$ cat src/rtl/shift_issue_stage_if.sv
// Handshake bundle for shift_issue_stage.
// The request side carries in_valid/in_ready with the in_a/in_b operands.
// The result side carries out_valid/out_ready with out_data.
// Optional feature macro: SHIFT_ZERO_FLAG_EN adds out_zero.
interface shift_issue_stage_if #(
  parameter int WIDTH = 16
);
  logic             in_valid;
  logic             in_ready;
  logic [WIDTH-1:0] in_a;
  logic [WIDTH-1:0] in_b;
  logic             out_valid;
  logic             out_ready;
  logic [WIDTH-1:0] out_data;
`ifdef SHIFT_ZERO_FLAG_EN
  logic             out_zero;
`endif

  // Producer/consumer view: drives requests and result acceptance
  modport master (
    output in_valid,
    input  in_ready,
    output in_a,
    output in_b,
    input  out_valid,
    output out_ready,
`ifdef SHIFT_ZERO_FLAG_EN
    input  out_zero,
`endif
    input  out_data
  );

  // Stage view: accepts requests and presents results
  modport slave (
    input  in_valid,
    output in_ready,
    input  in_a,
    input  in_b,
    output out_valid,
    input  out_ready,
`ifdef SHIFT_ZERO_FLAG_EN
    output out_zero,
`endif
    output out_data
  );
endinterface

$ cat src/rtl/shift_issue_stage.sv
// shift_issue_stage: operand issue / result capture around a combinational Shifter.
// Requests {A, B} queue in a DEPTH-entry FIFO; the head entry drives the Shifter,
// and the Shifter output is captured into a result register with a valid/ready
// handshake. in_ready depends only on registered state, never on out_ready.
// Optional feature macro: SHIFT_ZERO_FLAG_EN (adds the registered out_zero flag).
module shift_issue_stage #(
  parameter int WIDTH = 16,
  parameter int DEPTH = 2
) (
  input  logic               clk_i,
  input  logic               rst_i,
  shift_issue_stage_if.slave bus,
  output logic [WIDTH-1:0]   sh_a_o,
  output logic [WIDTH-1:0]   sh_b_o,
  input  logic [WIDTH-1:0]   sh_o_i
);

  localparam int PTR_W = (DEPTH > 1) ? $clog2(DEPTH) : 1;
  localparam int CNT_W = $clog2(DEPTH + 1);
  localparam logic [CNT_W-1:0] FULL_CNT = CNT_W'(DEPTH);

  logic [WIDTH-1:0] memA_q [DEPTH];
  logic [WIDTH-1:0] memB_q [DEPTH];

  logic [PTR_W-1:0] wrPtr_q, wrPtr_d;
  logic [PTR_W-1:0] rdPtr_q, rdPtr_d;
  logic [CNT_W-1:0] count_q, count_d;
  logic             outValid_q, outValid_d;
  logic [WIDTH-1:0] outData_q, outData_d;
`ifdef SHIFT_ZERO_FLAG_EN
  logic             outZero_q, outZero_d;
`endif

  logic notEmpty;
  logic inReady;
  logic outFree;
  logic push;
  logic pop;

  // Handshake qualifiers; in_ready is held low while reset is asserted
  always_comb begin
    notEmpty = (count_q != '0);
    inReady  = ~rst_i & (count_q != FULL_CNT);
    outFree  = ~outValid_q | bus.out_ready;
    push     = bus.in_valid & inReady;
    pop      = notEmpty & outFree;
  end

  assign bus.in_ready  = inReady;
  assign bus.out_valid = outValid_q;
  assign bus.out_data  = outData_q;
`ifdef SHIFT_ZERO_FLAG_EN
  assign bus.out_zero  = outZero_q;
`endif

  // Present the FIFO head to the Shifter, forcing zero when the queue is empty
  always_comb begin
    sh_a_o = '0;
    sh_b_o = '0;
    if (notEmpty) begin
      sh_a_o = memA_q[rdPtr_q];
      sh_b_o = memB_q[rdPtr_q];
    end
  end

  // Next-state for pointers, occupancy and the result register
  always_comb begin
    wrPtr_d    = wrPtr_q;
    rdPtr_d    = rdPtr_q;
    count_d    = count_q;
    outValid_d = outValid_q;
    outData_d  = outData_q;
`ifdef SHIFT_ZERO_FLAG_EN
    outZero_d  = outZero_q;
`endif
    if (push) begin
      wrPtr_d = wrPtr_q + PTR_W'(1);
    end
    if (pop) begin
      rdPtr_d    = rdPtr_q + PTR_W'(1);
      outValid_d = 1'b1;
      outData_d  = sh_o_i;
`ifdef SHIFT_ZERO_FLAG_EN
      outZero_d  = (sh_o_i == '0);
`endif
    end else if (bus.out_ready && outValid_q) begin
      outValid_d = 1'b0;
    end
    case ({push, pop})
      2'b10:   count_d = count_q + CNT_W'(1);
      2'b01:   count_d = count_q - CNT_W'(1);
      default: count_d = count_q;
    endcase
  end

  // Operand storage; writes are already gated off during reset through push
  always_ff @(posedge clk_i) begin
    if (push) begin
      memA_q[wrPtr_q] <= bus.in_a;
      memB_q[wrPtr_q] <= bus.in_b;
    end
  end

  // Control and result state with synchronous reset discarding all entries
  always_ff @(posedge clk_i) begin
    if (rst_i) begin
      wrPtr_q    <= '0;
      rdPtr_q    <= '0;
      count_q    <= '0;
      outValid_q <= 1'b0;
      outData_q  <= '0;
`ifdef SHIFT_ZERO_FLAG_EN
      outZero_q  <= 1'b0;
`endif
    end else begin
      wrPtr_q    <= wrPtr_d;
      rdPtr_q    <= rdPtr_d;
      count_q    <= count_d;
      outValid_q <= outValid_d;
      outData_q  <= outData_d;
`ifdef SHIFT_ZERO_FLAG_EN
      outZero_q  <= outZero_d;
`endif
    end
  end

endmodule

$ cat src/flat_wrapper.sv
// flat-port wrapper written by rule: the top's interface ports become plain ports
module shift_issue_stage_flat 
#(
  parameter int WIDTH = 16,
  parameter int DEPTH = 2
)
  (clk_i, rst_i, sh_a_o, sh_b_o, sh_o_i, bus_in_valid, bus_in_ready, bus_in_a, bus_in_b, bus_out_valid, bus_out_ready, bus_out_data);
  shift_issue_stage_if #(.WIDTH(WIDTH)) bus_i ();
  input  logic clk_i;
  input  logic rst_i;
  output logic [WIDTH-1:0] sh_a_o;
  output logic [WIDTH-1:0] sh_b_o;
  input  logic [WIDTH-1:0] sh_o_i;
  input wire logic [$bits(bus_i.in_valid)-1:0] bus_in_valid;
  output wire logic [$bits(bus_i.in_ready)-1:0] bus_in_ready;
  input wire logic [$bits(bus_i.in_a)-1:0] bus_in_a;
  input wire logic [$bits(bus_i.in_b)-1:0] bus_in_b;
  output wire logic [$bits(bus_i.out_valid)-1:0] bus_out_valid;
  input wire logic [$bits(bus_i.out_ready)-1:0] bus_out_ready;
  output wire logic [$bits(bus_i.out_data)-1:0] bus_out_data;
  assign bus_i.in_valid = bus_in_valid;
  assign bus_in_ready = bus_i.in_ready;
  assign bus_i.in_a = bus_in_a;
  assign bus_i.in_b = bus_in_b;
  assign bus_out_valid = bus_i.out_valid;
  assign bus_i.out_ready = bus_out_ready;
  assign bus_out_data = bus_i.out_data;
  shift_issue_stage #(.WIDTH(WIDTH), .DEPTH(DEPTH)) u_core (.clk_i(clk_i), .rst_i(rst_i), .bus(bus_i), .sh_a_o(sh_a_o), .sh_b_o(sh_b_o), .sh_o_i(sh_o_i));
endmodule
$ cat config.mk
export PLATFORM = sky130hd
export DESIGN_NAME = shift_issue_stage_flat
export DESIGN_NICKNAME = d
export VERILOG_FILES = /design/src/rtl/shift_issue_stage_if.sv /design/src/rtl/shift_issue_stage.sv /design/src/flat_wrapper.sv
export SDC_FILE = /design/constraint.sdc
export NUM_CORES = 1
export LEC_CHECK = 0
export CORE_MARGIN = 1.5
export CORE_UTILIZATION = 35
export DETAILED_ROUTE_END_ITERATION = 8
export PLACE_DENSITY_LB_ADDON = 0.1
export SYNTH_ARGS = -nofsm -noshare
export SYNTH_HDL_FRONTEND = slang
export SYNTH_SLANG_ARGS = --single-unit
$ cat constraint.sdc
create_clock -name clk_i -period 7.55 [get_ports clk_i]
set_input_delay 1.51 -clock clk_i [delete_from_list [all_inputs] [get_ports clk_i]]
set_output_delay 1.51 -clock clk_i [all_outputs]
set_load 0.02 [all_outputs]
==> impl_results.md, run 1 <==
* Area contributors post-synth: edfxtp_1 59%, dfxtp_1 13%, mux2i_1 9.8%, nor2_1 4.0%, a21oi_1 3.0%
* CTS buffer count at 9
* Sink Count at 86
* Hold path startpoint: u_core.bus.out_data[1]$_SDFFE_PP0P_
* Initial drt markers at 83
* Dpl hpwl at 4300 µm
* Post-synthesis cell type count at 25
* Actual slew at the worst max-slew pin at 1110 ps
* Number of global-route vias before repair at 2241
* Post-CTS Setup Repair Bufs at 0
* Reg clk slew, reported paths at 80 ps
* Finished Cell Area at 4590 µm²
* Register area share after synthesis at 0.720
* Reg-to-Reg Start: u_core.count_q[0]$_SDFFE_PP0P_
* Relative slew slack at 0.256
* Hold Path Class: reg2reg
* CTS tree: done
* Final Hold Fails at 0
* Port bufs at 101
* Antenna Nets Post-Route at 0
* M1 WL at 3140 µm
* CTS resizes at 0
* Worst-path fanout max at 24
* Met3 WL at 445 µm
* Largest net degree at the start of global routing at 34
* Met2 WL at 3190 µm
* Standby leakage power at 0.00153 µW
* Fillers at 826
* Worst setup EP type: output pin
* Clock Skew at 8.29 ps
* Crit path kind: in2out
* Area grow syn2layout at 39.7%
* Fraction of layout cells with a size suffix above 1 at 0.0583
* Synth top area share at 0.585
* Synth Area in Compound Gates at 0.0602
* Max-cap viol count at 0
* Final Setup Violations at 0
* Simple-Gate Fraction of Synth Area at 0.0846
* DRT Pass-1 Iters at 4
* Total GRT Usage at 0.145
* Post-synthesis mux area share at 0.0976
* Synthesized Nets at 294
* Antenna Cells at 0
* Grt ovf at 0
* Top sig layer: met4
* Post-CTS Hold Fix Bufs at 0
* Post-Synth XOR/XNOR Area at 0.00534
* Final period util at 0.646
* Synthesized flop and latch total at 86
* H-tree levels at 3
* IO Count at 102
* Die area at 9970 µm²
* Die extent in x at 99.9 µm
* Synth warnings at 0
* Power per standard cell area at 321 nW/µm²
* Total wire length at 6860 µm
* Leading cell types in the layout, fill and taps excluded: 101 x clkdlybuf4s50_1, 64 x edfxtp_1, 35 x nor2_1
* Worst skew pair latency at 350 ps
* Most common cell after layout, fill and taps aside: clkdlybuf4s50_1
* Worst setup startpoint: rst_i
* WL per Instance at 15.1 µm
* Clk buf depth at 2
* Avg Inst Size Synth at 13.6 µm²
* Row cnt at 35
* Fin nets at 391
* Final design utilization at 0.501
* Root Buffer: clkbuf_8
* First-pass GRT wire length at 10800 µm
* Setup TNS at 0 ps
* Initial Utilization at 0.359
* RSZ-0062 raised after global routing: false
* Final Max Slew Viols at 0
* Worst Setup Start Kind: primary input
* # DRC at 0
* GP Congestion at 0.729
* Placed Area at 4370 µm²
* Tot Pwr at 1470 µW
* Die H at 99.9 µm
* Post-Synth Adder-Cell Area at 0.00381
* Critical path required time at 6040 ps
* Cells after Synth at 241
* Vias per cell at 4.77
* Antenna violations before repair at 0
* Mapped Area at 3280 µm²
* Cell taking the most area after synthesis: edfxtp_1
* Achievable frequency at 205 MHz
* CP Data Arrival Time at 3370 ps
* Tmin final at 4880 ps
* Core area at 9150 µm²
* Peak VDD IR at 0.126 mV
* Main combinational cell family by area after synthesis: multiplexers
* Status: finished clean
* Vias at 2165
layer usage:
| metal | GRT usage | vias to the layer above |
|---|---|---|
| li1 | - | 1063 |
| met1 | 0.184 | 1022 |
| met2 | 0.233 | 71 |
| met3 | 0.0453 | 9 |
| met4 | 0.0553 | 0 |
| met5 | 0 | - |
area by class of cell:
class	instances	area, µm²	share of cell area
Clock inverter	7	88.8	0.0194
Multi-Input combinational cell	136	838	0.183
Timing Repair Buffer	103	1030	0.224
Inverter	2	7.51	0.00164
Sequential cell	86	2360	0.515
Clock buffer	9	124	0.0270
Tap cell	111	139	0.0303
synthesized netlist by cell type, drive strengths merged:
cell type and instances:
o211ai 1, dfxtp 22, or2 1, nand3 16
ha 1, or3 2, o21ai 18, nor2 36
edfxtp 64, clkbuf 4, and3 1, nor4 1
nand2b 2, xnor2 1, a21oi 20, buf 13
mux2i 32, inv 2, nand2 1, nor2b 2
xor2 1
cell families (layout without fill, tap and decap cells):
| group | Yosys count | after routing |
|---|---|---|
| flops | 86 | 86 |
| simple gates | 62 | 62 |
| xor+xnor | 2 | 2 |
| compound gates | 39 | 39 |
| fa+ha+maj | 1 | 1 |
| buf+inv | 19 | 121 |
| mux | 32 | 32 |
path summary, 6_finish.rpt:
kind | to | slack (ps) | cells past startpoint
max | bus_in_ready | 2670 | 3
min | u_core.bus.out_data[1]$_SDFFE_PP0P_ | 490 | 2
max reg2reg | u_core.count_q[1]$_SDFFE_PP0P_ | 5190 | 6
min reg2reg | u_core.bus.out_data[1]$_SDFFE_PP0P_ | 490 | 2
worst max-delay path: stages:
cell	delay (ps)
clkdlybuf4s50_1	870
nor2_1	350
clkdlybuf4s50_1	640
metrics by stage:
| step | worst slack [ps] | hold slack, ps | cells |
|---|---|---|---|
| floorplan | 2280 | 474 | 241 |
| global placement | 2700 | 462 | 438 |
| detailed placement | 2660 | 470 | 438 |
| CTS | 2670 | 484 | 454 |
| global route | 2540 | 508 | 454 |
| finish | 2670 | 485 | 454 |
state kept, by name, summed over array words and instances (netlist names), named ones only:
| name | flops |
|---|---|
| u_core.memA_q | 32 |
| u_core.memB_q | 32 |
| u_core.bus.out_data | 16 |
| u_core.count_q | 2 |
| u_core.bus.out_valid | 1 |
| u_core.rdPtr_q | 1 |
| u_core.wrPtr_q | 1 |
report_power, final:
part	leakage (µW)	switching [µW]	total (µW)	internal (µW)
logic	0.000655	264	499	235
clock network	0.000104	159	343	184
registers	0.000768	53.3	630	577
No activity file was read; power rests on OpenSTA's default activity.
==> run 2, diff against run 1 <==
==> constraint.sdc (replaced) <==
create_clock -name clk_i -period 5.1 [get_ports clk_i]
set_input_delay 1.02 -clock clk_i [delete_from_list [all_inputs] [get_ports clk_i]]
set_output_delay 1.02 -clock clk_i [all_outputs]
set_load 0.02 [all_outputs]
==> run 2 against run 1 <==
  * Total power rose by 42%
  * Setup slack got worse by 1100 ps
  * Sequential share of layout area rose by 0.37 points
  * Cell count rose by 0.22%
  * Critical path depth rose by 1
  * Register-to-register slack got worse by 2500 ps
  * Clock power rose by 24%
  * Combinational power rose by 47%
  * Critical endpoint unchanged
==> impl_results.md, run 2 (synthesized netlist as in run 1, its figures left out) <==
* Most common cell after layout, fill and taps aside: clkdlybuf4s50_1 (unchanged)
* Clk network pwr share at 0.203 (was 0.233)
* Worst reg2reg path depth at 6 (unchanged)
* RSZ-0062 raised after global routing: false (unchanged)
* Standby leakage power at 0.00151 µW (was 0.00153 µW)
* # DRC at 0 (unchanged)
* Dpl hpwl at 4150 µm (was 4300 µm)
* Logic pwr share at 0.351 (was 0.339)
* Final WS setup at 1620 ps (was 2670 ps)
* CTS buffer count at 9 (unchanged)
* Initial drt markers at 71 (was 83)
* CP max stage delay at 630 ps (was 870 ps)
* Worst setup EP type: output pin (unchanged)
* CTS resizes at 0 (unchanged)
* Reg2Reg Capture Point: u_core.count_q[1]$_SDFFE_PP0P_ (unchanged)
* Worst-path cell chain: clkdlybuf4s50_1 > buf_4 > nor2_1 > clkdlybuf4s50_1 (was clkdlybuf4s50_1 > nor2_1 > clkdlybuf4s50_1)
* Share of power burned in registers at 0.446 (was 0.428)
* Die extent in x at 99.9 µm (unchanged)
* Placed cells at 439 (was 438)
* Total GRT Usage at 0.137 (was 0.145)
* Final Max Slew Viols at 0 (unchanged)
* Vias at 2178 (was 2165)
* Row cnt at 35 (unchanged)
* Antenna violations before repair at 0 (unchanged)
* Core area at 9150 µm² (unchanged)
* Worst path slowest cell: clkdlybuf4s50_1 (unchanged)
* Worst slack, placed at 1620 ps (was 2660 ps)
* Switching Share at 0.340 (was 0.324)
* Port bufs at 101 (unchanged)
* Area grow syn2layout at 38.7% (was 39.7%)
* Cell mode on critical path: clkdlybuf4s50_1 (unchanged)
* Worst Setup Start Kind: primary input (unchanged)
* Peak VDD IR at 0.194 mV (was 0.126 mV)
* Psw at 712 µW (was 476 µW)
* CP Data Arrival Time at 2460 ps (was 3370 ps)
* Die H at 99.9 µm (unchanged)
* Post-CTS Setup Repair Bufs at 0 (unchanged)
* Reg clk slew, reported paths at 80 ps (about the same)
* Reg-to-Reg Start: u_core.count_q[0]$_SDFFE_PP0P_ (unchanged)
* CTS tree: done (unchanged)
* Actual slew at the worst max-slew pin at 1060 ps (was 1110 ps)
* Antenna Cells at 0 (unchanged)
* WHS Endpoint: u_core.bus.out_data[15]$_SDFFE_PP0P_ (was u_core.bus.out_data[1]$_SDFFE_PP0P_)
* Antenna Nets Post-Route at 0 (unchanged)
* Worst-path fanout max at 24 (unchanged)
* Relative slew slack at 0.289 (was 0.256)
* IO Count at 102 (unchanged)
* Grt ovf at 0 (unchanged)
* Post-CTS Hold Fix Bufs at 0 (unchanged)
* Final period util at 0.682
* Max-cap viol count at 0 (unchanged)
* First-pass GRT wire length at 10300 µm (was 10800 µm)
* Final Setup Violations at 0 (unchanged)
* Clock Skew at 8.81 ps (was 8.29 ps)
* Setup TNS at 0 ps (unchanged)
* Worst hold path stage count at 2 (unchanged)
* Clk buf depth at 2 (unchanged)
* Critical path required time at 4080 ps (was 6040 ps)
* CP bufs+invs at 3 (was 2)
* R2r setup slk at 2670 ps (was 5190 ps)
* Initial Utilization at 0.359 (unchanged)
* Hold path startpoint: u_core.bus.out_data[15]$_SDFFE_PP0P_ (was u_core.bus.out_data[1]$_SDFFE_PP0P_)
* Total wire length at 6690 µm (was 6860 µm)
* Tmin final at 3480 ps
* Power per standard cell area at 459 nW/µm² (was 321 nW/µm²)
* Fraction of layout cells with a size suffix above 1 at 0.0610 (was 0.0583)
* Crit path kind: in2out (unchanged)
* Achievable frequency at 287 MHz
* Sink Count at 86 (unchanged)
* DRT Pass-1 Iters at 4 (unchanged)
* H-tree levels at 3 (unchanged)
* Fin nets at 392 (was 391)
* Finished Layout Cells at 455 (was 454)
* Worst skew pair latency at 350 ps (about the same)
* Status: finished clean (unchanged)
* Hold Path Class: reg2reg (unchanged)
* Number of global-route vias before repair at 2076 (was 2241)
* Root Buffer: clkbuf_8 (unchanged)
* Largest net degree at the start of global routing at 34 (unchanged)
* GP Congestion at 0.721 (was 0.729)
* WL per Instance at 14.7 µm (was 15.1 µm)
* Vias per cell at 4.79 (was 4.77)
* P_int at 1380 µW (was 995 µW)
* Die area at 9970 µm² (unchanged)
* Leading cell types in the layout, fill and taps excluded: 101 x clkdlybuf4s50_1, 64 x edfxtp_1, 35 x nor2_1 (unchanged)
* Final Hold Fails at 0 (unchanged)
* Top delay family on crit path: buffers and inverters (unchanged)
[run 2: cell types whose count changed in the layout (fill, tap and decap cells not counted)]
cell	delta
bufinv_16	-2
inv_6	+2
buf_4	+1
clkinv_2	-1
clkinvlp_4	+1
[run 2: power by group through the flow]
stage / combinational (µW) / clock, µW / sequential [µW]
4_1_cts: 748 / 436 / 936
3_3_place_gp: 741 / 0 / 949
2_1_floorplan: 402 / 0 / 957
5_1_grt: 792 / 470 / 948
3_5_place_dp: 746 / 0 / 949
6_report: 734 / 424 / 933
[run 2: per-stage QoR]
stage	instance area [µm²]	hold WS, ps	total power, µW	utilization
after floorplan	3280	474	1360	-
after global placement	4380	471	1690	0.479
after detailed placement	4380	468	1690	0.479
after CTS	4550	489	2120	0.498
after global routing	4550	507	2210	0.498
final	4550	485	2090	0.498
[run 2: worst max path at each step]
| stage | startpoint | endpoint | depth (start not counted) |
|---|---|---|---|
| floorplan | rst_i | u_core.memA_q[0][0]$_DFFE_PP_ | 1 |
| detailed placement | rst_i | bus_in_ready | 4 |
| CTS | rst_i | bus_in_ready | 4 |
| global route | u_core.count_q[0]$_SDFFE_PP0P_ | sh_a_o[0] | 4 |
| finish | rst_i | bus_in_ready | 4 |
| global placement | rst_i | bus_in_ready | 4 |
[run 2: worst reg2reg max path, stage by stage, from the launching register on]
cell and delay [ps]:
dfxtp_1 390, nor2_4 640, buf_4 360, nor2_1 80
ha_1 370, or3_1 380, a21oi_1 140
[run 2: metal layers]
metal  up-vias  track usage  wire [µm]
met4         0       0.0650        102
li1       1070            -          -
met3         9       0.0404        412
met5         -            0          0
met2        75        0.207       3090
met1      1024        0.183       3090
[run 2: layout make-up]
type                       count  area [µm²]
inverter                       2        7.51
fill                         827        4600
clock inverter                 7        48.8
tap                          111         139
sequential                    86        2360
timing repair buffer         104        1030
multi-input combinational    136         838
clock buffer                   9         124
==> run 3, diff against run 2 <==
==> constraint.sdc (replaced) <==
create_clock -name clk_i -period 3.4 [get_ports clk_i]
set_input_delay 0.68 -clock clk_i [delete_from_list [all_inputs] [get_ports clk_i]]
set_output_delay 0.68 -clock clk_i [all_outputs]
set_load 0.02 [all_outputs]
==> run 3 against run 2 <==
  * Setup slack lost 1100 ps
  * Total power grew 52%
  * Sequential share of layout area shrank 0.65 points
  * Global-route usage grew 0.29 points
  * Worst hold slack lost 4.0 ps
  * Via count grew 0.37%
  * Flip-flop and latch count is the same
  * Cell area grew 1.3%
  * Cell count grew 0.66%
  * Routed wire length shrank 0.49%
  * Critical path depth is the same
  * Die area is the same
  * Critical endpoint is now sh_a_o[15]
  * Largest power group unchanged
==> impl_results.md, run 3 (synthesized netlist as in run 1, its figures left out) <==
* Die area at 9970 µm² (unchanged)
* Worst hold path stage count at 2 (unchanged)
* Clock Skew at 10.1 ps (was 8.81 ps)
* Largest net degree at the start of global routing at 37 (was 34)
* Achievable frequency at 353 MHz
* First-pass GRT wire length at 10700 µm (was 10300 µm)
* DRT Pass-1 Iters at 4 (unchanged)
* Post-CTS Hold Fix Bufs at 0 (unchanged)
* Finished Layout Cells at 458 (was 455)
* Sink Count at 86 (unchanged)
* Vias per cell at 4.77 (was 4.79)
* Final Max Slew Viols at 0 (unchanged)
* GP Congestion at 0.698 (was 0.721)
* Power per standard cell area at 691 nW/µm² (was 459 nW/µm²)
* Area grow syn2layout at 40.5% (was 38.7%)
* CP max stage delay at 670 ps (was 630 ps)
* Final design utilization at 0.504 (was 0.498)
* Most common cell after layout, fill and taps aside: clkdlybuf4s50_1 (unchanged)
* Max-cap viol count at 0 (unchanged)
* # DRC at 0 (unchanged)
* Crit path depth at 4 (unchanged)
* CTS tree: done (unchanged)
* Tmin final at 2830 ps
* Actual slew at the worst max-slew pin at 873 ps (was 1060 ps)
* Fraction of layout cells with a size suffix above 1 at 0.0663 (was 0.0610)
* Root Buffer: clkbuf_8 (unchanged)
* Reg clk slew, reported paths at 80 ps (about the same)
* Fin nets at 395 (was 392)
* Worst reg2reg path depth at 6 (unchanged)
* Clk buf depth at 2 (unchanged)
* Worst path slowest cell: dfxtp_2 (was clkdlybuf4s50_1)
* Port bufs at 101 (unchanged)
* Worst-path fanout max at 17 (was 24)
* Row cnt at 35 (unchanged)
* Worst skew pair latency at 340 ps (was 350 ps)
* Setup TNS at 0 ps (unchanged)
* Tot Pwr at 3190 µW (was 2090 µW)
* IO Count at 102 (unchanged)
* Worst setup EP type: output pin (unchanged)
* Placed cells at 442 (was 439)
* Status: finished clean (unchanged)
* Initial Utilization at 0.359 (unchanged)
* H-tree levels at 3 (unchanged)
* Grt ovf at 0 (unchanged)
* CP Data Arrival Time at 2150 ps (was 2460 ps)
* Peak VDD IR at 0.305 mV (was 0.194 mV)
* Hold Path Class: reg2reg (unchanged)
* Die extent in x at 99.9 µm (unchanged)
* CTS resizes at 0 (unchanged)
* WL per Instance at 14.5 µm (was 14.7 µm)
* Standby leakage power at 0.00154 µW (was 0.00151 µW)
* Antenna Nets Post-Route at 0 (unchanged)
* Final period util at 0.834
* Dpl hpwl at 4270 µm (was 4150 µm)
* Number of global-route vias before repair at 2239 (was 2076)
* CTS buffer count at 9 (unchanged)
* Post-CTS Setup Repair Bufs at 0 (unchanged)
* Initial drt markers at 75 (was 71)
* Total wire length at 6660 µm (was 6690 µm)
* Worst Setup Start Kind: flip-flop (was primary input)
* Antenna violations before repair at 0 (unchanged)
* Crit path kind: reg2out (was in2out)
* Antenna Cells at 0 (unchanged)
* Critical path required time at 2720 ps (was 4080 ps)
* Top delay family on crit path: buffers and inverters (unchanged)
* RSZ-0062 raised after global routing: false (unchanged)
* Core area at 9150 µm² (unchanged)
* Relative slew slack at 0.417 (was 0.289)
* Die H at 99.9 µm (unchanged)
* Leading cell types in the layout, fill and taps excluded: 101 x clkdlybuf4s50_1, 64 x edfxtp_1, 35 x nor2_1 (unchanged)
* Final Setup Violations at 0 (unchanged)
* CP bufs+invs at 2 (was 3)
* Vias at 2186 (was 2178)
* Worst-path cell chain: buf_12 > mux2i_1 > nor2_1 > clkdlybuf4s50_1 (was clkdlybuf4s50_1 > buf_4 > nor2_1 > clkdlybuf4s50_1)
* Total GRT Usage at 0.140 (was 0.137)
* Final Hold Fails at 0 (unchanged)
run 3: cell count changes in the layout (fill, tap and decap cells not counted), sizes merged:
cell      before  now
inv            4    2
clkinv         3    1
clkinvlp       2    0
buf            3    6
clkbuf         9   15
run 3: power breakdown:
part	internal (µW)	switching [µW]	total, µW
sequential	1280	90.2	1370
clock	339	324	663
combinational	541	613	1150
run 3: worst register-to-register path: stages (launching register included):
cell and delay, ps:
dfxtp_1 380, nor2_4 710, buf_4 310, nor2_1 80
ha_1 330, or3_1 370, a21oi_1 140
run 3: metal layers:
layer | global-route usage | wire [µm] | vias to the layer above
met5 | 0 | 0 | -
met4 | 0.0585 | 114 | 0
met3 | 0.0439 | 462 | 11
met2 | 0.226 | 3100 | 70
met1 | 0.176 | 2990 | 1031
li1 | - | - | 1074
run 3: final timing paths:
| check | slack, ps | startpoint | end |
|---|---|---|---|
| worst max register to register | 1020 | u_core.count_q[0]$_SDFFE_PP0P_ | u_core.count_q[1]$_SDFFE_PP0P_ |
| worst min-delay path | 480 | u_core.bus.out_data[15]$_SDFFE_PP0P_ | u_core.bus.out_data[15]$_SDFFE_PP0P_ |
| worst max-delay path | 570 | flip-flop | sh_a_o[15] |
| worst min register to register | 480 | u_core.bus.out_data[15]$_SDFFE_PP0P_ | u_core.bus.out_data[15]$_SDFFE_PP0P_ |
run 3: cell type report:
| cell class | instances | area, µm² |
|---|---|---|
| clock buffers | 15 | 181 |
| clock inverters | 1 | 5.00 |
| fillers | 851 | 4540 |
| inverters | 2 | 7.51 |
| multi-input cells | 136 | 847 |
| flip-flops and latches | 86 | 2360 |
| well taps | 111 | 139 |
| repair buffers | 107 | 1070 |
run 3: stage by stage:
stage,setup slack [ps],instance area [µm²],hold slack [ps]
2_1_floorplan,363,3290,474
3_3_place_gp,833,4430,460
3_5_place_dp,827,4430,470
4_1_cts,453,4610,485
5_1_grt,333,4610,514
6_report,566,4610,481
